`config.mk`:
```
export PLATFORM = sky130hd
export DESIGN_NAME = aes_spi_host_ctrl
export DESIGN_NICKNAME = d
export VERILOG_FILES = /design/src/rtl/aes_spi_host_ctrl.sv
export SDC_FILE = /design/constraint.sdc
export NUM_CORES = 1
export LEC_CHECK = 0
export ABC_AREA = 1
export BUFFER_PORTS_ARGS = -buffer_cell sky130_fd_sc_hd__clkbuf_2
export CAP_MARGIN = 10
export CORE_AREA = 2 2 356 358
export CTS_CLUSTER_DIAMETER = 100
export DETAILED_ROUTE_END_ITERATION = 8
export DIE_AREA = 0 0 358 360
export PLACE_DENSITY = 0.44
export SLEW_MARGIN = 10
export SYNTH_ARGS = -nofsm -noshare
export SYNTH_HDL_FRONTEND = slang
export SYNTH_SLANG_ARGS = --single-unit
```
`constraint.sdc`:
```
create_clock -name clk -period 29.1 [get_ports clk]
set_clock_uncertainty 0.2 [all_clocks]
set_input_delay 4.365 -clock clk [delete_from_list [all_inputs] [get_ports clk]]
set_output_delay 4.365 -clock clk [all_outputs]
set_load 0.02 [all_outputs]
```
`src/rtl/aes_spi_host_ctrl.sv`:
```
// Sequences one AES job as a key frame then a data frame through the SPI main, returning the received word.
// Latency: illegal key_len responds the cycle after accept; legal jobs take two frames plus two gaps.
// Backpressure: in_ready only in IDLE; result held in RESP until out_ready, no same-cycle re-accept.
module aes_spi_host_ctrl #(
    parameter int GAP_CYCLES     = 2,
    parameter int TIMEOUT_CYCLES = 1023
) (
    input  logic         clk,
    input  logic         rst,
    input  logic         in_valid,
    output logic         in_ready,
    input  logic [1:0]   key_len,
    input  logic [0:255] key,
    input  logic [0:127] block,
    input  logic         dev_sel,
    output logic         out_valid,
    input  logic         out_ready,
    output logic [0:127] out_data,
    output logic         out_err,
    output logic         spi_start,
    output logic         spi_sel,
    output logic [0:257] spi_tx,
    input  logic [0:127] spi_rx,
    input  logic         spi_done
);
    localparam int TW = $clog2(TIMEOUT_CYCLES + 1);
    localparam int GW = $clog2(GAP_CYCLES + 1);

    typedef enum logic [3:0] {
        IDLE, KEY_START, KEY_WAIT_LO, KEY_WAIT_HI, GAP,
        DAT_START, DAT_WAIT_LO, DAT_WAIT_HI, GAP2, RESP
    } state_t;

    state_t         state, state_nxt;
    logic [TW-1:0]  tmo_cnt;
    logic [GW-1:0]  gap_cnt;
    logic [0:127]   block_r;
    logic           tmo_hit, gap_last, tmo_abort, in_wait;

    assign tmo_hit   = (tmo_cnt == TW'(TIMEOUT_CYCLES - 1));
    assign gap_last  = (gap_cnt == GW'(GAP_CYCLES - 1));
    assign in_wait   = (state == KEY_WAIT_LO) || (state == KEY_WAIT_HI) ||
                       (state == DAT_WAIT_LO) || (state == DAT_WAIT_HI);
    assign in_ready  = (state == IDLE) && !rst;
    assign out_valid = (state == RESP);
    assign spi_start = (state == KEY_START) || (state == DAT_START);

    // A frame completes only on done rising after it was seen low post-start;
    // a stale done level from the previous frame is never taken as completion.
    always_comb begin
        state_nxt = state;
        tmo_abort = 1'b0;
        case (state)
            IDLE:        if (in_valid) state_nxt = (key_len == 2'b11) ? RESP : KEY_START;
            KEY_START:   state_nxt = KEY_WAIT_LO;
            KEY_WAIT_LO: if (!spi_done) state_nxt = KEY_WAIT_HI;
                         else if (tmo_hit) begin state_nxt = GAP2; tmo_abort = 1'b1; end
            KEY_WAIT_HI: if (spi_done) state_nxt = GAP;
                         else if (tmo_hit) begin state_nxt = GAP2; tmo_abort = 1'b1; end
            GAP:         if (gap_last) state_nxt = DAT_START;
            DAT_START:   state_nxt = DAT_WAIT_LO;
            DAT_WAIT_LO: if (!spi_done) state_nxt = DAT_WAIT_HI;
                         else if (tmo_hit) begin state_nxt = GAP2; tmo_abort = 1'b1; end
            DAT_WAIT_HI: if (spi_done) state_nxt = GAP2;
                         else if (tmo_hit) begin state_nxt = GAP2; tmo_abort = 1'b1; end
            GAP2:        if (gap_last) state_nxt = RESP;
            RESP:        if (out_ready) state_nxt = IDLE;
            default:     state_nxt = IDLE;
        endcase
    end

    always_ff @(posedge clk or posedge rst) begin
        if (rst) begin
            state    <= IDLE;
            tmo_cnt  <= '0;
            gap_cnt  <= '0;
            block_r  <= '0;
            spi_sel  <= 1'b0;
            spi_tx   <= '0;
            out_data <= '0;
            out_err  <= 1'b0;
        end else begin
            state <= state_nxt;

            if (spi_start)    tmo_cnt <= '0;
            else if (in_wait) tmo_cnt <= tmo_cnt + TW'(1);

            if (state == GAP || state == GAP2) gap_cnt <= gap_cnt + GW'(1);
            else                               gap_cnt <= '0;

            // Key frame is built straight from the accepted inputs so it is
            // on spi_tx in the same cycle as the first start pulse.
            if (state == IDLE && in_valid) begin
                block_r  <= block;
                spi_sel  <= dev_sel;
                out_data <= '0;
                out_err  <= (key_len == 2'b11);
                case (key_len)
                    2'b00:   spi_tx <= {2'b00, 128'b0, key[0:127]};
                    2'b01:   spi_tx <= {2'b01, 64'b0, key[0:191]};
                    2'b10:   spi_tx <= {2'b10, key};
                    default: spi_tx <= '0;
                endcase
            end

            if (state == GAP && gap_last)
                spi_tx <= {2'b00, 128'b0, block_r};

            if (state == DAT_WAIT_HI && spi_done)
                out_data <= spi_rx;

            if (tmo_abort) begin
                out_err  <= 1'b1;
                out_data <= '0;
            end

            if (state == RESP && out_ready)
                spi_sel <= 1'b0;
        end
    end
endmodule

```
### After elaboration in Yosys (flattened, before gate mapping)

Index checks and enable logic that the tools add are counted.

| cells by class | value |
|---|---|
| add/subtract/negate cells | 2 |
| equality and inequality tests | 18 |
| muxes and demuxes | 28 |
| reductions and logical operators | 21 |

Operators with widths:

| kind | number |
|---|---|
| 258-bit one-hot mux with 3 select lines | 1 |
| 258-bit two-way mux | 2 |
| 128-bit two-way mux | 3 |
| 4-bit two-way mux | 10 |
| 4-bit one-hot mux with 10 select lines | 1 |
| 10-bit two-way mux | 2 |
| 4-bit by 3-bit equality test with 1-bit output, second input constant | 4 |
| 10-bit by 1-bit adder with 10-bit output, second input constant | 1 |
| 10-bit equality test, second input constant | 1 |
| 4-bit by 2-bit equality test with 1-bit output, second input constant | 2 |
| 4-bit equality test, second input constant | 2 |
| 2-bit nonzero test | 4 |
| 1-bit two-way mux | 7 |
| 2-bit inequality test, second input constant | 3 |
| 1-bit logical AND | 5 |
| 1-bit logical OR | 5 |
| 2-bit by 1-bit equality test with 1-bit output, second input constant | 2 |
| 2-bit equality test, second input constant | 2 |
| 4-bit by 1-bit equality test with 1-bit output, second input constant | 1 |
| 4-bit logical NOT | 1 |
| 4-bit AND reduction | 1 |
| 2-bit OR reduction | 2 |
| 3-bit nonzero test | 1 |
| 2-bit by 1-bit adder with 2-bit output, second input constant | 1 |
| 5 further kinds | 5 |

| word-level totals | value |
|---|---|
| logic and storage cells | 77 |
| register bits after elaboration | 532 |
| output and inout bits | 391 |
| input port bits | 520 |

### Depth between registers and ports, before layout

Gate-level depths: netlist of run 1.

| logic depth | value |
|---|---|
| depth in word-level cells | 6 |
| gate-level depth with buffers | 10 |
| mapped depth without buffers | 10 |

### Least setup slack after synthesis of run 1

Ideal clock, no wire load.

| path | value |
|---|---|
| path kind | input-to-output |
| from | input rst |
| to | output in_ready |
| data arrival time | 4.658 ns |
| buffers on the path | 0 |
| data required time | 24.535 ns |
| stages | 1 |
| path slack | 19.877 ns |
| cells stage by stage | nor2_1 |

| on the way | value |
|---|---|
| longest elaborated chain between the ends | 2 |

Ends and longest elaborated chain:

| what | RTL line | source |
|---|---|---|
| from (decl) | 9 | `input logic rst,` |
| 1-bit logical NOT (no source line) | n/a |  |
| 1-bit logical AND | 44 | `assign in_ready = (state == IDLE) && !rst;` |
| to (decl) | 11 | `output logic in_ready,` |

No other way between the ends.

### Worst setup path after layout of run 1

Ends and elaborated chain as after synthesis.

==> key figures, run 1 <==
Die
  • Die width: 358 µm
  • Die Ht: 360 µm
  • Top-level I/O count: 911
  • Row Count: 130
  • Die footprint: 0.129 mm²
  • Core box area: 0.125 mm²
  • Initial core utilization: 19.6%

Drt
  • First DRT Iteration DRCs: 2027
  • Final ANT Viol Nets: 0
  • DR DRC count: 0
  • DR pass1 iterations: 6
  • Total routed wirelength: 124000 µm
  • Via Count: 24900
  • Avg WL per Cell: 21.9 µm
  • Vias/cell: 4.40

Clock tree
  • Worst-case clock buffer depth: 3
  • Hold-fix buffers, CTS: 0
  • Post-CTS setup repair buffer count: 0
  • H-tree levels: 3
  • Clock sink total: 532
  • Cts repair resizes: 0
  • Worst-Skew Late Latency: 0.64 ns
  • CTS clk-pin slew, worst paths: 0.06 ns
  • CTS tree: done
  • CTS Root Cell: clkbuf_16
  • CTS buffer count: 70

Global routing
  • Overflow left after global routing: 0
  • Number of global-route vias before repair: 24400
  • First-pass GRT wire length: 176000 µm
  • Antenna violations before repair: 25
  • Largest net degree at the start of global routing: 167
  • Total track usage: 18.6%

Cells and area
  • Fill cells: 14100
  • Fin nets: 4467
  • Final Core Density: 26.3%
  • Share of cells above drive strength 1: 26.8%
  • Multi-input logic area: 0.00958 mm²
  • Register area: 0.0133 mm²
  • Area grow syn2layout: 34.0%

Setup path
  • Most frequent CP cell: clkbuf_2
  • Required time worst endpoint: 24.53 ns
  • CP Class: in -> out
  • Cell family with most CP delay: buffers and inverters
  • Crit path launch type: primary input
  • CP max FO: 2
  • Buf/Inv on CP: 2
  • Worst R2R Start: state[3]
  • Crit path cell chain: clkbuf_2 -> nor2_1 -> clkbuf_2
  • CP peak stage delay: 0.21 ns
  • Worst r2r path cells: 8
  • Crit end category: output pin
  • Worst Setup SP: rst
  • R2R Path End: spi_tx[104]
  • R2R Setup Slk: 25.23 ns
  • Critical path's slowest cell: clkbuf_2
  • Arr. time, crit path: 4.89 ns

Synthesis
  • Leading cell types by total area after synthesis: dfrtp_1 54%, nand2_1 22%, nand3_1 8.2%
  • Share of the yosys chip area belonging to registers: 54.3%
  • Post-synth top cells: 1455 x nand2_1, 532 x dfrtp_1, 402 x nand3_1, 154 x inv_1, 121 x buf_2
  • Post-Synthesis Cells: 3138
  • FFs w/ async S/R, synth: 100%
  • Netlist Area Pre-Place: 0.0245 mm²
  • Synth area leader: dfrtp_1
  • Synthesized net count: 3661
  • EDFF count, synth: 0
  • Library cells used by synthesis: 29
  • Post-synthesis register bit count: 532
  • Syn avg cell area: 7.81 µm²
  • Most frequent cell after synthesis: nand2_1
  • Top cell type's share of synthesized area: 54.3%
  • Synthesis Warnings: 0
  • Commonest register cell after synthesis: dfrtp_1

Timing
  • Final Setup Violations: 0
  • RSZ-0062 raised after global routing: false
  • Final Max Tran Viols: 0
  • Final hold vios: 0
  • Tcrit/Tclk final: 32.5%
  • Setup tns final: 0 ns
  • Fmax: 106 MHz
  • Min Tclk post-route: 9.45 ns
  • Relative slew slack: 19.3%
  • Worst Tran Pin Value: 1.21 ns

Pwr
  • Leak pwr: 0.0180 µW
  • Pwr/cell area: 104 mW/mm²
  • Peak VDD IR: 0.0000441 V
  • Power, Total: 3410 µW

Place
  • Placer Congestion: 0.935
  • Port Buf Inserts: 910
  • Post-DP HPWL: 87400 µm

Min path
  • Hold path start: gap_cnt[0]
  • Hold Crit Endpoint: gap_cnt[0]
  • Hold Crit Class: reg -> reg
  • Hold Path Depth: 1

Run status
  • Status: completed

Run
  • Max-cap violations: 0
## worst max path at each step
| stage | cells past startpoint | endpoint | slack (ns) |
|---|---|---|---|
| 2_1_floorplan | 1 | block_r[0] | 9.67 |
| 3_3_place_gp | 3 | in_ready | 19.69 |
| 4_1_cts | 3 | in_ready | 19.65 |
| 3_5_place_dp | 3 | in_ready | 19.65 |
| 6_report | 3 | in_ready | 19.65 |
| 5_1_grt | 3 | in_ready | 19.65 |
## routing by layer
layer	vias up	GRT usage [%]	share of wire [%]	routed length (µm)
li1	11600	-	-	-
met5	-	0	0.032	40
met1	12200	24.5	43	53400
met2	937	29.7	47	57900
met4	6	6.51	3.1	3900
met3	197	4.27	7.3	9130
## report_power, final
| part | leakage (µW) | switching, µW | internal, µW |
|---|---|---|---|
| clock network | 0.00115 | 378 | 516 |
| registers | 0.00699 | 194 | 1070 |
| logic | 0.00989 | 883 | 374 |
| total | 0.0180 | 1460 | 1950 |
## layout by cell type, fill, tap and decap left out, types with 33 or more instances in the layout
cell type	n
nand2_1	1454
clkbuf_2	908
dfrtp_1	532
nand3_1	400
inv_1	151
o21ai_0	106
o21ai_1	92
clkbuf_16	70
nor3_1	67
o22ai_1	65
buf_4	33
## state kept, by name, summed over array words and instances, names as in the netlist
name      cells
spi_tx      258
block_r     128
out_data    128
tmo_cnt      10
state         4
gap_cnt       2
out_err       1
spi_sel       1
## stage by stage
stage / hold slack, ns / setup slack [ns] / cell area, µm² / std cells
2_1_floorplan: 0.208 / 9.67 / 24500 / 3138
3_5_place_dp: 0.229 / 19.65 / 30400 / 5522
6_report: 0.235 / 19.65 / 32800 / 5669
3_3_place_gp: 0.220 / 19.69 / 30400 / 5522
4_1_cts: 0.237 / 19.65 / 32800 / 5648
5_1_grt: 0.250 / 19.65 / 32800 / 5663
## logic make-up (layout without fill, tap and decap cells)
group | count (synthesis) | in the layout | share of synthesized area, %
and+or+nand+nor | 1960 | 1960 | 32.7
xor gates and xnor gates | 1 | 1 | 0.0357
buffers and inverters | 368 | 1228 | 6.82
adders and majority gates | 3 | 3 | 0.153
DFF | 532 | 532 | 54.3
AOI/OAI and AO/OA | 274 | 274 | 5.98
other | 0 | 21 | 0
## area by class of cell
type | instances | share of cell area (%)
Clock inverter | 18 | 0.857
Sequential cell | 532 | 40.5
Inverter | 159 | 1.88
Clock buffer | 108 | 6.41
Timing Repair Buffer | 943 | 14.7
Antenna cell | 21 | 0.160
Multi-Input combinational cell | 2238 | 29.2
Tap cell | 1650 | 6.29
(Power assumes the default switching activity.)
==> inputs of run 2 (changes only) <==
--- a/config.mk
+++ b/config.mk
@@ -12,7 +12,7 @@
 export CTS_CLUSTER_DIAMETER = 100
 export DETAILED_ROUTE_END_ITERATION = 8
 export DIE_AREA = 0 0 358 360
-export PLACE_DENSITY = 0.44
+export PLACE_DENSITY = 0.45
 export SLEW_MARGIN = 10
 export SYNTH_ARGS = -nofsm -noshare
 export SYNTH_HDL_FRONTEND = slang
==> constraint.sdc (replaced) <==
create_clock -name clk -period 7.8 [get_ports clk]
set_clock_uncertainty 0.2 [all_clocks]
set_input_delay 1.17 -clock clk [delete_from_list [all_inputs] [get_ports clk]]
set_output_delay 1.17 -clock clk [all_outputs]
set_load 0.02 [all_outputs]
==> run 2 against run 1 <==
  * Critical path type is now reg -> reg
  * Non-clock buffer count grew 1
  * Worst setup slack got worse by 16 ns
  * Critical endpoint is now spi_tx[165]
  * Combinational power grew to 3.7 times the previous value
==> key figures, run 2 (same netlist as run 1, synthesis figures left out) <==
Clock tree
  • Worst-case clock buffer depth: 3 (unchanged)
  • Post-CTS setup repair buffer count: 0 (unchanged)
  • Worst-Skew Late Latency: 0.66 ns (+0.02 ns)
  • Clock sink total: 532 (unchanged)
  • Cts repair resizes: 0 (unchanged)
  • CTS clk-pin slew, worst paths: 0.05 ns (about the same)
  • CTS Root Cell: clkbuf_16
  • CTS buffer count: 72 (+2.9%)
  • H-tree levels: 3 (unchanged)
  • CTS tree: done
  • Hold-fix buffers, CTS: 0 (unchanged)

Timing
  • Hold_ws: 0.237 ns (+0.00281 ns)
  • Relative slew slack: 25.0% (+5.8 points)
  • Worst Tran Pin Value: 1.12 ns (-0.0863 ns)
  • Final hold vios: 0 (unchanged)
  • Min Tclk post-route: 4.15 ns
  • Final Setup Violations: 0 (unchanged)
  • Final Max Tran Viols: 0 (unchanged)
  • Tcrit/Tclk final: 53.2%
  • Fmax: 241 MHz
  • RSZ-0062 raised after global routing: false
  • Min setup slack post-route: 3.65 ns (-16.00 ns)

Setup path
  • CP Class: reg -> reg
  • Crit path launch type: register
  • CP max FO: 153 (+151)
  • Crit end category: register
  • Required time worst endpoint: 8.12 ns (-16.41 ns)
  • Arr. time, crit path: 4.47 ns (-0.42 ns)

Cells and area
  • Fill cells: 14000 (-1.1%)
  • Fin nets: 4470 (+0.067%)
  • Area grow syn2layout: 34.3%
  • Top Registers: spi_tx (258), block_r (128), out_data (128)
  • Most frequent cells in the layout: 1454 x nand2_1, 908 x clkbuf_2, 532 x dfrtp_1
  • Commonest non-fill, non-tap cell in the layout: nand2_1
  • Top reg by flops: spi_tx
  • Share of cells above drive strength 1: 27.0% (+0.12 points)
  • Max reg flops: 258 (unchanged)
  • Final Core Density: 26.4% (+0.065 points)

Global routing
  • First-pass GRT wire length: 174000 µm (-1.2%)
  • Number of global-route vias before repair: 24500 (+0.62%)
  • Largest net degree at the start of global routing: 154 (-7.8%)
  • Overflow left after global routing: 0 (unchanged)
  • Total track usage: 18.4% (-0.20 points)
  • Antenna violations before repair: 31 (+24%)

Place
  • Port Buf Inserts: 910 (unchanged)
  • Place WS: 3.12 ns (-16.53 ns)
  • Post-DP HPWL: 87000 µm (-0.42%)
  • Placer Congestion: 0.910 (-2.7%)

Drt
  • Total routed wirelength: 123000 µm (-1.2%)
  • DR pass1 iterations: 5 (-1)
  • Avg WL per Cell: 21.6 µm (-1.3%)
  • Vias/cell: 4.42 (+0.34%)
  • DR DRC count: 0 (unchanged)
  • Final ANT Viol Nets: 0 (unchanged)
  • First DRT Iteration DRCs: 1955 (-3.6%)
  • Via Count: 25100 (+0.43%)

Run status
  • Status: completed

Pwr
  • Peak VDD IR: 0.000153 V (+250%)
  • Pwr/cell area: 390 mW/mm² (+280%)
  • Power, Total: 12800 µW (+280%)
  • Leak pwr: 0.0181 µW (+0.31%)

Die
  • Row Count: 130 (unchanged)
  • Die Ht: 360 µm (unchanged)
  • Die width: 358 µm (unchanged)
  • Die footprint: 0.129 mm² (unchanged)
  • Initial core utilization: 19.6% (unchanged)
  • Core box area: 0.125 mm² (unchanged)
  • Top-level I/O count: 911 (unchanged)

Run
  • Max-cap violations: 0 (unchanged)

Min path
  • Hold Crit Class: reg -> reg
==> run 2: metrics by stage <==
| stage | cells | instance area, µm² | setup TNS (ns) |
|---|---|---|---|
| after floorplan | 3138 | 24500 | -426.70 |
| after global placement | 5523 | 30400 | 0 |
| after detailed placement | 5523 | 30400 | 0 |
| after CTS | 5652 | 32900 | 0 |
| after global routing | 5674 | 32900 | 0 |
| final | 5674 | 32900 | 0 |
==> run 2: path summary, 6_finish.rpt <==
kind	start	end	slack (ns)	cells after the start
max in group asynchronous	rst	spi_tx[33]	5.37	4
worst min-delay path	gap_cnt[0]	gap_cnt[0]	0.24	1
min in group asynchronous	rst	spi_tx[178]	0.49	2
worst min register to register	gap_cnt[0]	gap_cnt[0]	0.24	1
worst max register to register	state[3]	spi_tx[165]	3.65	8
worst max-delay path	state[3]	spi_tx[165]	3.65	8
==> run 2: report_power, final <==
| group | internal (µW) | switching, µW |
|---|---|---|
| clock network | 2060 | 1380 |
| registers | 3970 | 742 |
| logic | 1400 | 3280 |
| total | 7430 | 5400 |
==> run 2: critical path: stages (launching register included) <==
cell and delay, ns:
dfrtp_1 0.51, nor2_2 0.27, nand3_4 0.52, inv_8 0.92, nor2_4 0.06, buf_4 0.34
buf_12 0.32, nand2_1 0.23, nand3_1 0.09
==> run 2: per-layer routing <==
metal / wire length [µm] / track usage, %
met1: 52300 / 23.8
met2: 56800 / 28.6
met3: 9660 / 5.27
met4: 3980 / 7.47
met5: 62 / 0.189
==> run 2: cell type report <==
class / instances / area (µm²) / area share [%]
Sequential cell: 532 / 13300 / 40.4
Clock inverter: 28 / 362 / 1.10
Antenna cell: 22 / 55.1 / 0.167
Multi-Input combinational cell: 2238 / 9580 / 29.1
Timing Repair Buffer: 944 / 4880 / 14.8
Tap cell: 1650 / 2060 / 6.27
Inverter: 159 / 614 / 1.87
Clock buffer: 101 / 2060 / 6.26
==> inputs of run 3 (changes only) <==
==> constraint.sdc (replaced) <==
create_clock -name clk -period 3.51 [get_ports clk]
set_clock_uncertainty 0.2 [all_clocks]
set_input_delay 0.5265 -clock clk [delete_from_list [all_inputs] [get_ports clk]]
set_output_delay 0.5265 -clock clk [all_outputs]
set_load 0.02 [all_outputs]
==> run 3 against run 2 <==
  * Hold slack lost 0.18 ns
  * Critical endpoint is now in_ready
  * Non-clock buffer count is 391 higher
  * Combinational power grew 130%
==> key figures, run 3 (same netlist as run 1, synthesis figures left out) <==
Cells and area
  • Multi-input logic area: 0.00958 mm² (unchanged)
  • Area grow syn2layout: 50.1%
  • Max reg flops: 258 (unchanged)
  • Commonest non-fill, non-tap cell in the layout: nand2_1
  • Fill cells: 13700 (-1.8%)
  • Register area: 0.0133 mm² (unchanged)
  • Top reg by flops: spi_tx
  • Share of cells above drive strength 1: 25.2% (-1.8 points)
  • Fin cells: 6040 (+6.5%)
  • Most frequent cells in the layout: 1454 x nand2_1, 908 x clkbuf_2, 532 x dfrtp_1
  • Top Registers: spi_tx (258), block_r (128), out_data (128)
  • Fin nets: 4860 (+8.7%)

Pwr
  • Clock share of power: 25.6% (-1.2 points)
  • Power, Total: 28900 µW (+130%)
  • Peak VDD IR: 0.000337 V (+120%)
  • Reg power frac: 36.6% (-0.2 points)
  • Switch share: 42.4% (+0.31 points)
  • Pwr/cell area: 786 mW/mm² (+100%)
  • Int Power: 16600 µW (+120%)
  • Leak pwr: 0.0198 µW (+9.3%)
  • Logic pwr share: 37.9% (+1.5 points)
  • Switch Pwr: 12300 µW (+130%)

Global routing
  • First-pass GRT wire length: 185000 µm (+6.3%)
  • Largest net degree at the start of global routing: 130 (-16%)
  • Antenna violations before repair: 16 (-48%)
  • Overflow left after global routing: 0 (unchanged)
  • Number of global-route vias before repair: 26900 (+9.9%)
  • Total track usage: 19.2% (+0.83 points)

Die
  • Core box area: 0.125 mm² (unchanged)
  • Die footprint: 0.129 mm² (unchanged)
  • Die width: 358 µm (unchanged)
  • Die Ht: 360 µm (unchanged)
  • Initial core utilization: 19.6% (unchanged)
  • Row Count: 130 (unchanged)
  • Top-level I/O count: 911 (unchanged)

Setup path
  • Worst Setup SP: state[3]
  • Worst r2r path cells: 6 (-2)
  • CP max FO: 9 (-94%)
  • R2R Path End: spi_tx[34]
  • Worst setup path end: in_ready
  • Worst R2R Start: state[3]
  • Crit end category: output pin
  • Required time worst endpoint: 2.78 ns (-5.34 ns)
  • CP Class: reg -> out
  • R2R Setup Slk: 0.96 ns (-2.69 ns)
  • Crit path launch type: register
  • Arr. time, crit path: 1.96 ns (-2.51 ns)

Timing
  • Final Max Tran Viols: 0 (unchanged)
  • Fmax: 372 MHz
  • Min Tclk post-route: 2.69 ns
  • Relative slew slack: 30.1% (+5.1 points)
  • RSZ-0062 raised after global routing: false
  • Worst Tran Pin Value: 1.05 ns (-0.0767 ns)
  • Tcrit/Tclk final: 76.6%
  • Final Setup Violations: 0 (unchanged)
  • Min setup slack post-route: 0.822 ns (-2.82 ns)
  • Final hold vios: 0 (unchanged)

Clock tree
  • CTS tree: done
  • Post-CTS setup repair buffer count: 0 (unchanged)
  • H-tree levels: 3 (unchanged)
  • CTS clk-pin slew, worst paths: 0.06 ns (about the same)
  • Worst-Skew Late Latency: 0.63 ns (-0.03 ns)
  • Worst-case clock buffer depth: 3 (unchanged)
  • Clock sink total: 532 (unchanged)
  • CTS Root Cell: clkbuf_16
  • CTS buffer count: 71 (-1.4%)

Run
  • Max-cap violations: 0 (unchanged)

Drt
  • Total routed wirelength: 128000 µm (+4.0%)
  • Vias/cell: 4.42 (about the same)
  • DR pass1 iterations: 7 (+2)
  • Final ANT Viol Nets: 0 (unchanged)
  • Via Count: 26700 (+6.5%)
  • First DRT Iteration DRCs: 2190 (+12%)
  • DR DRC count: 0 (unchanged)
  • Avg WL per Cell: 21.1 µm (-2.3%)

Min path
  • Hold Crit Class: in -> reg
  • Hold path start: key[49]

Place
  • Port Buf Inserts: 910 (unchanged)
  • Placer Congestion: 0.903 (-0.80%)
  • Placed insts: 5560 (+0.67%)
  • Place WS: 0.931 ns (-2.19 ns)
  • Post-DP HPWL: 91400 µm (+5.0%)

Run status
  • Status: completed
==> run 3: cell types whose count changed in the layout (fill, tap and decap cells not counted), moves of 2 or more <==
cell	change
dlygate4sd3_1	+354
buf_4	+20
buf_12	+17
diode_2	-14
clkbuf_8	-6
clkinv_2	-5
clkinv_4	+3
clkbuf_1	+2
clkinvlp_4	-2
inv_6	-2
==> run 3: repair_timing <==
action | 4_1_cts | 5_1_grt
hold buffers | 354 | 0
hold endpoints to repair | 391 | 0
resized for setup | 0 | 0
setup endpoints to repair | 0 | 0
==> run 3: per-stage QoR <==
stage                     TNS (ns)  hold WS, ns  area [µm²]  util, %
after global placement           0        0.218       30900     24.8
after floorplan           -2366.64        0.208       24500        -
after global routing             0       0.0276       36800     29.4
after detailed placement         0        0.228       30900     24.8
final                            0       0.0548       36800     29.5
after CTS                        0    0.0000885       36800     29.4
==> run 3: per-layer routing <==
| metal | share of wire, % | wire (µm) | global-route usage (%) | up-vias |
|---|---|---|---|---|
| li1 | - | - | - | 12400 |
| met1 | 42 | 54100 | 25.0 | 13000 |
| met2 | 47 | 60000 | 31.3 | 1033 |
| met3 | 7.0 | 8880 | 4.23 | 241 |
| met4 | 3.6 | 4560 | 6.74 | 16 |
| met5 | 0.088 | 112 | 0 | - |
==> run 3: worst max-delay path, stage by stage, from the launching register on <==
cell and delay (ns):
dfrtp_1 0.50, nor2_2 0.24, nand2_1 0.09, nor2_1 0.27
clkbuf_2 0.24
==> run 3: worst min path at each step <==
| stage | depth (start not counted) | slack [ns] | endpoint |
|---|---|---|---|
| CTS | 5 | 0.00009 | spi_tx[221] |
| detailed placement | 1 | 0.23 | gap_cnt[0] |
| floorplan | 1 | 0.21 | gap_cnt[0] |
| global route | 3 | 0.03 | spi_tx[53] |
| finish | 3 | 0.05 | spi_tx[51] |
| global placement | 1 | 0.22 | gap_cnt[0] |
==> run 3: area by class of cell <==
type	count	share of cell area [%]
inverter	159	1.67
clock inverter	22	0.898
tap	1650	5.61
multi-input combinational	2238	26.0
sequential	532	36.2
clock buffer	96	5.33
timing repair buffer	1335	24.2
antenna	8	0.0544
==> run 3: power by group through the flow <==
stage / logic, µW / clock network, µW / registers (µW)
global placement: 10600 / 0 / 10600
floorplan: 3810 / 0 / 12700
detailed placement: 10700 / 0 / 10600
CTS: 11100 / 7630 / 10600
finish: 10900 / 7390 / 10600
global route: 11900 / 7860 / 10900
